$ cat src/rtl/tile_feeder.sv
// tile_feeder: transmit-side skew feeder for the 5x5 systolic tile.
//
// Accepts one unskewed fmap vector (ROWS lanes) and one weight vector
// (COLS lanes) per beat over a valid/ready handshake. It delays lane r/c by
// r/c cycles so that operands meet on the array diagonal. It drives the tile's
// fmap, weight and enable inputs. A pass is i_k_len beats followed by a
// zero-filled flush of ROWS+COLS-1 cycles, then a one-cycle done pulse.
//
// Ports:
//   clk, rst        clock (rising edge), asynchronous active-high reset
//   i_start         pass start pulse, honoured only when idle
//   i_k_len         number of beats in the pass, latched on accepted start
//   s_valid/s_ready input beat handshake
//   s_fmap/s_weight unskewed input vectors, lane n at [n*BW +: BW]
//   o_fmap/o_weight skewed, registered vectors to the tile
//   o_en_tf         tile enable (feeding or flushing)
//   o_busy          pass in progress
//   o_done          one-cycle end-of-pass pulse
//   o_bubble_cnt    (only with TILE_FEEDER_BUBBLE_CNT_EN) count of feed
//                   cycles without a transfer, saturating at 16'hFFFF
//
// Optional feature macro: TILE_FEEDER_BUBBLE_CNT_EN

module tile_feeder #(
  parameter int I_F_BW = 8,
  parameter int W_BW   = 8,
  parameter int ROWS   = 5,
  parameter int COLS   = 5,
  parameter int K_W    = 8
) (
  input  logic                   clk,
  input  logic                   rst,
  input  logic                   i_start,
  input  logic [K_W-1:0]         i_k_len,
  input  logic                   s_valid,
  output logic                   s_ready,
  input  logic [I_F_BW*ROWS-1:0] s_fmap,
  input  logic [W_BW*COLS-1:0]   s_weight,
  output logic [I_F_BW*ROWS-1:0] o_fmap,
  output logic [W_BW*COLS-1:0]   o_weight,
  output logic                   o_en_tf,
  output logic                   o_busy,
  output logic                   o_done
`ifdef TILE_FEEDER_BUBBLE_CNT_EN
  ,
  output logic [15:0]            o_bubble_cnt
`endif
);

  localparam int FLUSH_LEN = ROWS + COLS - 1;
  localparam int FL_W      = $clog2(FLUSH_LEN + 1);
  localparam logic [FL_W-1:0] FLUSH_LAST = FL_W'(FLUSH_LEN - 1);

  typedef enum logic [1:0] {IDLE, FEED, FLUSH, DONE} state_t;

  state_t            state;
  state_t            state_nxt;
  logic [K_W-1:0]    k_len_q;
  logic [K_W-1:0]    beat_cnt;
  logic [FL_W-1:0]   flush_cnt;
  logic              xfer;
  logic              start_ok;
  logic              last_beat;
  logic              flush_end;
  logic [I_F_BW*ROWS-1:0] fmap_head;
  logic [W_BW*COLS-1:0]   weight_head;

  assign xfer      = s_valid && s_ready;
  assign start_ok  = (state == IDLE) && i_start;
  // k_len_q is never zero while in FEED, so the decrement cannot wrap.
  assign last_beat = xfer && (beat_cnt == (k_len_q - K_W'(1)));
  assign flush_end = (flush_cnt == FLUSH_LAST);

  // Anything other than an accepted beat feeds zeros into the chain heads:
  // bubbles in FEED and the flush/idle drain all contribute nothing.
  assign fmap_head   = xfer ? s_fmap   : '0;
  assign weight_head = xfer ? s_weight : '0;

  // State register.
  always_ff @(posedge clk or posedge rst) begin
    if (rst) state <= IDLE;
    else     state <= state_nxt;
  end

  // Next-state logic. A zero-length pass goes straight to DONE.
  always_comb begin
    state_nxt = state;
    case (state)
      IDLE:  if (i_start) state_nxt = (i_k_len != '0) ? FEED : DONE;
      FEED:  if (last_beat) state_nxt = FLUSH;
      FLUSH: if (flush_end) state_nxt = DONE;
      DONE:  state_nxt = IDLE;
      default: state_nxt = IDLE;
    endcase
  end

  // Status outputs decode the state only.
  always_comb begin
    s_ready = (state == FEED);
    o_en_tf = (state == FEED) || (state == FLUSH);
    o_busy  = (state != IDLE);
    o_done  = (state == DONE);
  end

  // Pass length capture, beat counting and flush timing. The flush counter
  // sits at zero outside FLUSH so every flush starts from a clean count.
  always_ff @(posedge clk or posedge rst) begin
    if (rst) begin
      k_len_q   <= '0;
      beat_cnt  <= '0;
      flush_cnt <= '0;
    end else begin
      if (start_ok) begin
        k_len_q  <= i_k_len;
        beat_cnt <= '0;
      end else if (xfer) begin
        beat_cnt <= beat_cnt + K_W'(1);
      end
      if (state == FLUSH) flush_cnt <= flush_cnt + FL_W'(1);
      else                flush_cnt <= '0;
    end
  end

  // Per-lane skew chains: lane n is a shift register of n+1 stages whose top
  // stage is the output register. The chains run every cycle, never gated.
  for (genvar r = 0; r < ROWS; r++) begin : g_fmap
    logic [(r+1)*I_F_BW-1:0] sr;
    if (r == 0) begin : g_head
      always_ff @(posedge clk or posedge rst) begin
        if (rst) sr <= '0;
        else     sr <= fmap_head[0 +: I_F_BW];
      end
    end else begin : g_chain
      always_ff @(posedge clk or posedge rst) begin
        if (rst) sr <= '0;
        else     sr <= {sr[r*I_F_BW-1:0], fmap_head[r*I_F_BW +: I_F_BW]};
      end
    end
    assign o_fmap[r*I_F_BW +: I_F_BW] = sr[r*I_F_BW +: I_F_BW];
  end

  for (genvar c = 0; c < COLS; c++) begin : g_weight
    logic [(c+1)*W_BW-1:0] sr;
    if (c == 0) begin : g_head
      always_ff @(posedge clk or posedge rst) begin
        if (rst) sr <= '0;
        else     sr <= weight_head[0 +: W_BW];
      end
    end else begin : g_chain
      always_ff @(posedge clk or posedge rst) begin
        if (rst) sr <= '0;
        else     sr <= {sr[c*W_BW-1:0], weight_head[c*W_BW +: W_BW]};
      end
    end
    assign o_weight[c*W_BW +: W_BW] = sr[c*W_BW +: W_BW];
  end

`ifdef TILE_FEEDER_BUBBLE_CNT_EN
  // Feed-cycle stall counter: cleared by an accepted start, saturating, and
  // left holding after the pass so software can read it afterwards.
  always_ff @(posedge clk or posedge rst) begin
    if (rst) begin
      o_bubble_cnt <= '0;
    end else if (start_ok) begin
      o_bubble_cnt <= '0;
    end else if ((state == FEED) && !s_valid && (o_bubble_cnt != 16'hFFFF)) begin
      o_bubble_cnt <= o_bubble_cnt + 16'd1;
    end
  end
`endif

endmodule

$ cat config.mk
export PLATFORM = sky130hd
export DESIGN_NAME = tile_feeder
export DESIGN_NICKNAME = d
export VERILOG_FILES = /design/src/rtl/tile_feeder.sv
export SDC_FILE = /design/constraint.sdc
export NUM_CORES = 1
export LEC_CHECK = 0
export BUFFER_PORTS_ARGS = -buffer_cell sky130_fd_sc_hd__buf_4
export CORE_MARGIN = 2
export CORE_UTILIZATION = 55
export CTS_BUF_LIST = sky130_fd_sc_hd__clkbuf_4
export CTS_CLUSTER_DIAMETER = 150
export DETAILED_ROUTE_END_ITERATION = 12
export PLACE_DENSITY = 0.88
export SETUP_SLACK_MARGIN = 0.02
export SLEW_MARGIN = 10
export SYNTH_ARGS = -nofsm -noshare
export SYNTH_HDL_FRONTEND = slang
export SYNTH_SLANG_ARGS = --single-unit
$ cat constraint.sdc
create_clock -name clk -period 19.59 [get_ports clk]
set_input_delay 1.959 -clock clk [delete_from_list [all_inputs] [get_ports clk]]
set_output_delay 1.959 -clock clk [all_outputs]
set_load 0.02 [all_outputs]
* Word-level counts from Yosys, hierarchy flattened
Cells that the tools add are included.
** Storage, ports and cells
- Register bits :: 262
- Output and inout bits :: 84
- Word-level logic and storage cells :: 44
** Cells by class
- Add/subtract/negate cells :: 3
- Eq/ne operators :: 8
- Multiplexer cells :: 10
- Reduce and logical (&&, ||, !) cells :: 9
** Operators by type and width (count)
- $mux W40 :: 2
- $mux W8 :: 2
- $add A8 B1 Y8 const B :: 1
- $eq A8 B8 Y1 :: 1
- $mux W2 :: 4
- $pmux W2 S4 :: 1
- $reduce_bool A8 Y1 :: 1
- $sub A8 B1 Y8 const B :: 1
- $add A4 B1 Y4 const B :: 1
- $eq A2 B2 Y1 const B :: 2
- $eq A4 B4 Y1 const B :: 1
- $mux W4 :: 1
- $ne A2 B2 Y1 const B :: 2
- $reduce_bool A2 Y1 :: 2
- $logic_and A1 B1 Y1 :: 3
- $reduce_and A3 Y1 :: 1
- $eq A2 B1 Y1 const B :: 1
- $logic_not A2 Y1 :: 1
- $ne A2 B1 Y1 const B :: 1
- $logic_or A1 B1 Y1 :: 1

* Logic depth before layout (Yosys ltp)
- Word-level depth :: 5
- Depth in mapped cells :: 8
- Depth with buffers taken out :: 8

* Worst setup path after synthesis
OpenSTA, ideal clock, no wires.
- Path kind :: input -> register
- Start point :: in s_valid
- End point :: reg state[0]
- Data arrival time :: 3.001 ns
- Setup slack :: 16.509 ns
- Cell stages on the path :: 6
- Cells stage by stage :: buf_2 > nand2_1 > nor4_2 > o2111ai_1 > a21oi_2 > mux2i_1
** On the way
- Word-level cells in the longest chain between the ends :: 4
** RTL lines
- start, declared :: RTL line 35 : input logic s_valid,
- $logic_and A1 B1 Y1 :: RTL line 68 : assign xfer = s_valid && s_ready;
- $logic_and A1 B1 Y1 :: RTL line 71 : assign last_beat = xfer && (beat_cnt == (k_len_q - K_W'(1)));
- $ne A2 B1 Y1 (no line)
- $reduce_and A3 Y1 (no line)
- end signal, assigned :: RTL line 82 : else state <= state_nxt;
- end, declared :: RTL line 56 : state_t state;
No other way between the ends.
A chain may end at the register's enable or synchronous reset.

* Final worst setup path
- Start point :: reg state[1]
- End point :: out s_ready
** On the way
- Word-level cells in the longest chain between the ends :: 1
** RTL lines
- $eq A2 B1 Y1 :: RTL line 99 : s_ready = (state == FEED);
- end, declared :: RTL line 36 : output logic s_ready,
No other way between the ends.

==> impl_metrics.toml <==
[routing]
drt_first_iter_violations = 268
viasPerCell = 4.75
wl_per_cell_um = 14.8
ant_nets = 0
drt_pass1_iterations = 4
route.detailed.drc = 0
vias = 4381
routed_wl_um = 13700

[cells_and_area]
stdcell_count = 923
final_cell_mix = "262 x dfrtp_1, 177 x buf_4, 81 x and3_1, 80 x clkbuf_4, 28 x nand2_1"
fill_cells = 1012
nNetsFinal = 800
drive_gt1_frac = 0.365
layout_commonest_cell = "dfrtp_1"
antenna_cells = 0
syn_to_final_growth_pct = 20.5

[timing]
slew_headroom = 0.244
fmax_mhz = 227
post-route-worst-setup-slack_ps = 15190
period_needed_ps = 4400
hold_viol = 0
fin_tns_setup_ps = 0
period_share = 0.224
maxSlewViolCount = 0
rsz0062_at_grt = "no"
setup_viol = 0
skew_ps = 18.7
tightestPinTransition_ps = 1130

[worst_setup_path]
end_kind = "output port"
crit_required_ps = 17630
slowest_stage = "ha_2"
cp_max_fo = 84
path_cells = "inv_1 -> ha_2 -> buf_4"
cp-start-kind = "register"
cpPeakStageDelay_ps = 960
cp_data_arrival_time_ps = 2440
critical_path_class = "register to output port"

[clock_tree]
cts_resized = 0
numCtsBuffers = 60
root_buffer = "clkbuf_4"
clkTransAtPathRegs_ps = 70
htreeDepth = 2
postCtsSetupRepairBufs = 0
cts_hold_buffers = 0
cts_sinks = 262
clock_latency_ps = 630
cts_tree = "yes"
clock_path_buffers = 3

[synth]
syn-num-nets = 645
netlist_instances = 544
synth-main-ff-cell = "dfrtp_1"
synth_largest_area_cell = "dfrtp_1"
synthSimpleGateAreaFrac = 0.102
synth-seq-area-share = 0.783
ys_ff_latch = 262
postSynthAreaPerCell_um2 = 15.4
async_reset_ff_frac = 1.00
synth_xor_area_frac = 0.0199
netlist_area_um2 = 8380
synth_mux_area_frac = 0.00359
synth_warnings = 0
synth_edf_count = 0
post_synth_fa_ha_maj_area_fraction = 0.0134
synth_top_family_by_area = "simple AND/OR/NAND/NOR gates"
synth_compound_area_frac = 0.00777
synth_area_leaders = "dfrtp_1 78%, and3_1 6.1%, buf_4 5.7%"
synth_top_cell_area_share = 0.783
ys_types = 35

[power]
peakVddDrop_v = 0.0000621
p_leak_nw = 5.67
report.power.total_w = 0.00130
power_density_nw_per_um2 = 129

[global_route]
grt_pass1_vias = 4682
antenna_found_initial = 0
grt_max_degree = 91
grt_pass1_wl_um = 21600
grt-ovfl-total = 0
grt_usage = 0.170

[floorplan]
start_util = 0.557
dieArea_um2 = 16200
dieHeight_um = 127
ios = 176
die_x_um = 127
core.rowCount = 45
core_um2 = 15000

[place]
hpwl_um = 9080
gp_congestion = 0.828
place_ws_ps = 15850
io_buffers = 175
place_inst = 825

[worst_hold_path]
hold_class = "register to register"

[job]
drv_cap = 0

[outcome]
outcome = "complete, no violations"
==> sequential cells by signal, summed over array words and instances, names as in the netlist <==
| register | flops |
|---|---|
| beat_cnt | 8 |
| g_fmap.sr | 120 |
| flush_cnt | 4 |
| state | 2 |
| k_len_q | 8 |
| g_weight.sr | 120 |
==> worst max-delay path: cells and delay by family (launching register included) <==
family     cells  cell delay, ps
buf+inv        2             430
fa+ha+maj      1             960
flops          1             410
==> cells by family (layout without fill, tap and decap cells) <==
logic type,Yosys count,count (layout)
compound gates,10,10
xor+xnor,19,19
fa+ha+maj,9,9
buf+inv,92,283
flops,262,262
mux,3,3
simple gates,149,149
==> synthesized netlist by cell type (all sizes together) (2+ instances only) <==
| cell | count |
|---|---|
| and2 | 5 |
| clkbuf | 19 |
| and3 | 81 |
| nand2 | 28 |
| buf | 65 |
| ha | 9 |
| a21oi | 2 |
| mux2i | 3 |
| xnor2 | 11 |
| xor2 | 8 |
| nand4 | 5 |
| inv | 8 |
| nand3 | 4 |
| nor4 | 3 |
| nor2b | 4 |
| dfrtp | 262 |
| nor3b | 2 |
| o21ai | 4 |
| nor2 | 10 |
==> power by group <==
part	internal (W)	switching, W	total, W
Combinational	0.000102	0.000138	0.000240
Clock	0.000201	0.000184	0.000385
Sequential	0.000632	0.0000398	0.000671
==> through the flow <==
step	utilization	hold WS (ps)	cell area [um2]
2_1_floorplan	-	331	8380
3_3_place_gp	0.625	331	9390
3_5_place_dp	0.625	335	9390
4_1_cts	0.671	337	10100
5_1_grt	0.671	338	10100
6_report	0.671	336	10100
==> area by class of cell <==
class	instances	area (um2)	area share
Inverter	8	37.5	0.00372
Timing Repair Buffer	177	1330	0.132
Multi-Input combinational cell	190	1230	0.122
Sequential cell	262	6560	0.650
Tap cell	188	235	0.0233
Clock inverter	18	100	0.00992
Clock buffer	80	601	0.0595
==> routing by layer <==
metal | up-vias | wire (um) | GRT usage
met4 | 0 | 301 | 0.0743
met3 | 25 | 797 | 0.0523
met2 | 151 | 6640 | 0.267
li1 | 2055 | - | -
met5 | - | 0 | 0
met1 | 2150 | 5920 | 0.223
==> final timing paths <==
| kind | slack [ps] | cells after the start | from | to |
|---|---|---|---|---|
| worst max register to register | 16790 | 7 | state[1]$_DFFE_PP0P_ | state[1]$_DFFE_PP0P_ |
| worst min register to register | 340 | 0 | g_weight[4].sr[30]$_DFF_PP0_ | g_weight[4].sr[38]$_DFF_PP0_ |
| worst max-delay path | 15190 | 3 | state[1]$_DFFE_PP0P_ | s_ready |
| worst min-delay path | 340 | 0 | g_weight[4].sr[30]$_DFF_PP0_ | g_weight[4].sr[38]$_DFF_PP0_ |
| min in group asynchronous | 1370 | 2 | rst | g_fmap[1].sr[11]$_DFF_PP0_ |
| max in group asynchronous | 16680 | 3 | rst | g_weight[3].sr[26]$_DFF_PP0_ |
Power figures use the tool's default switching activity.
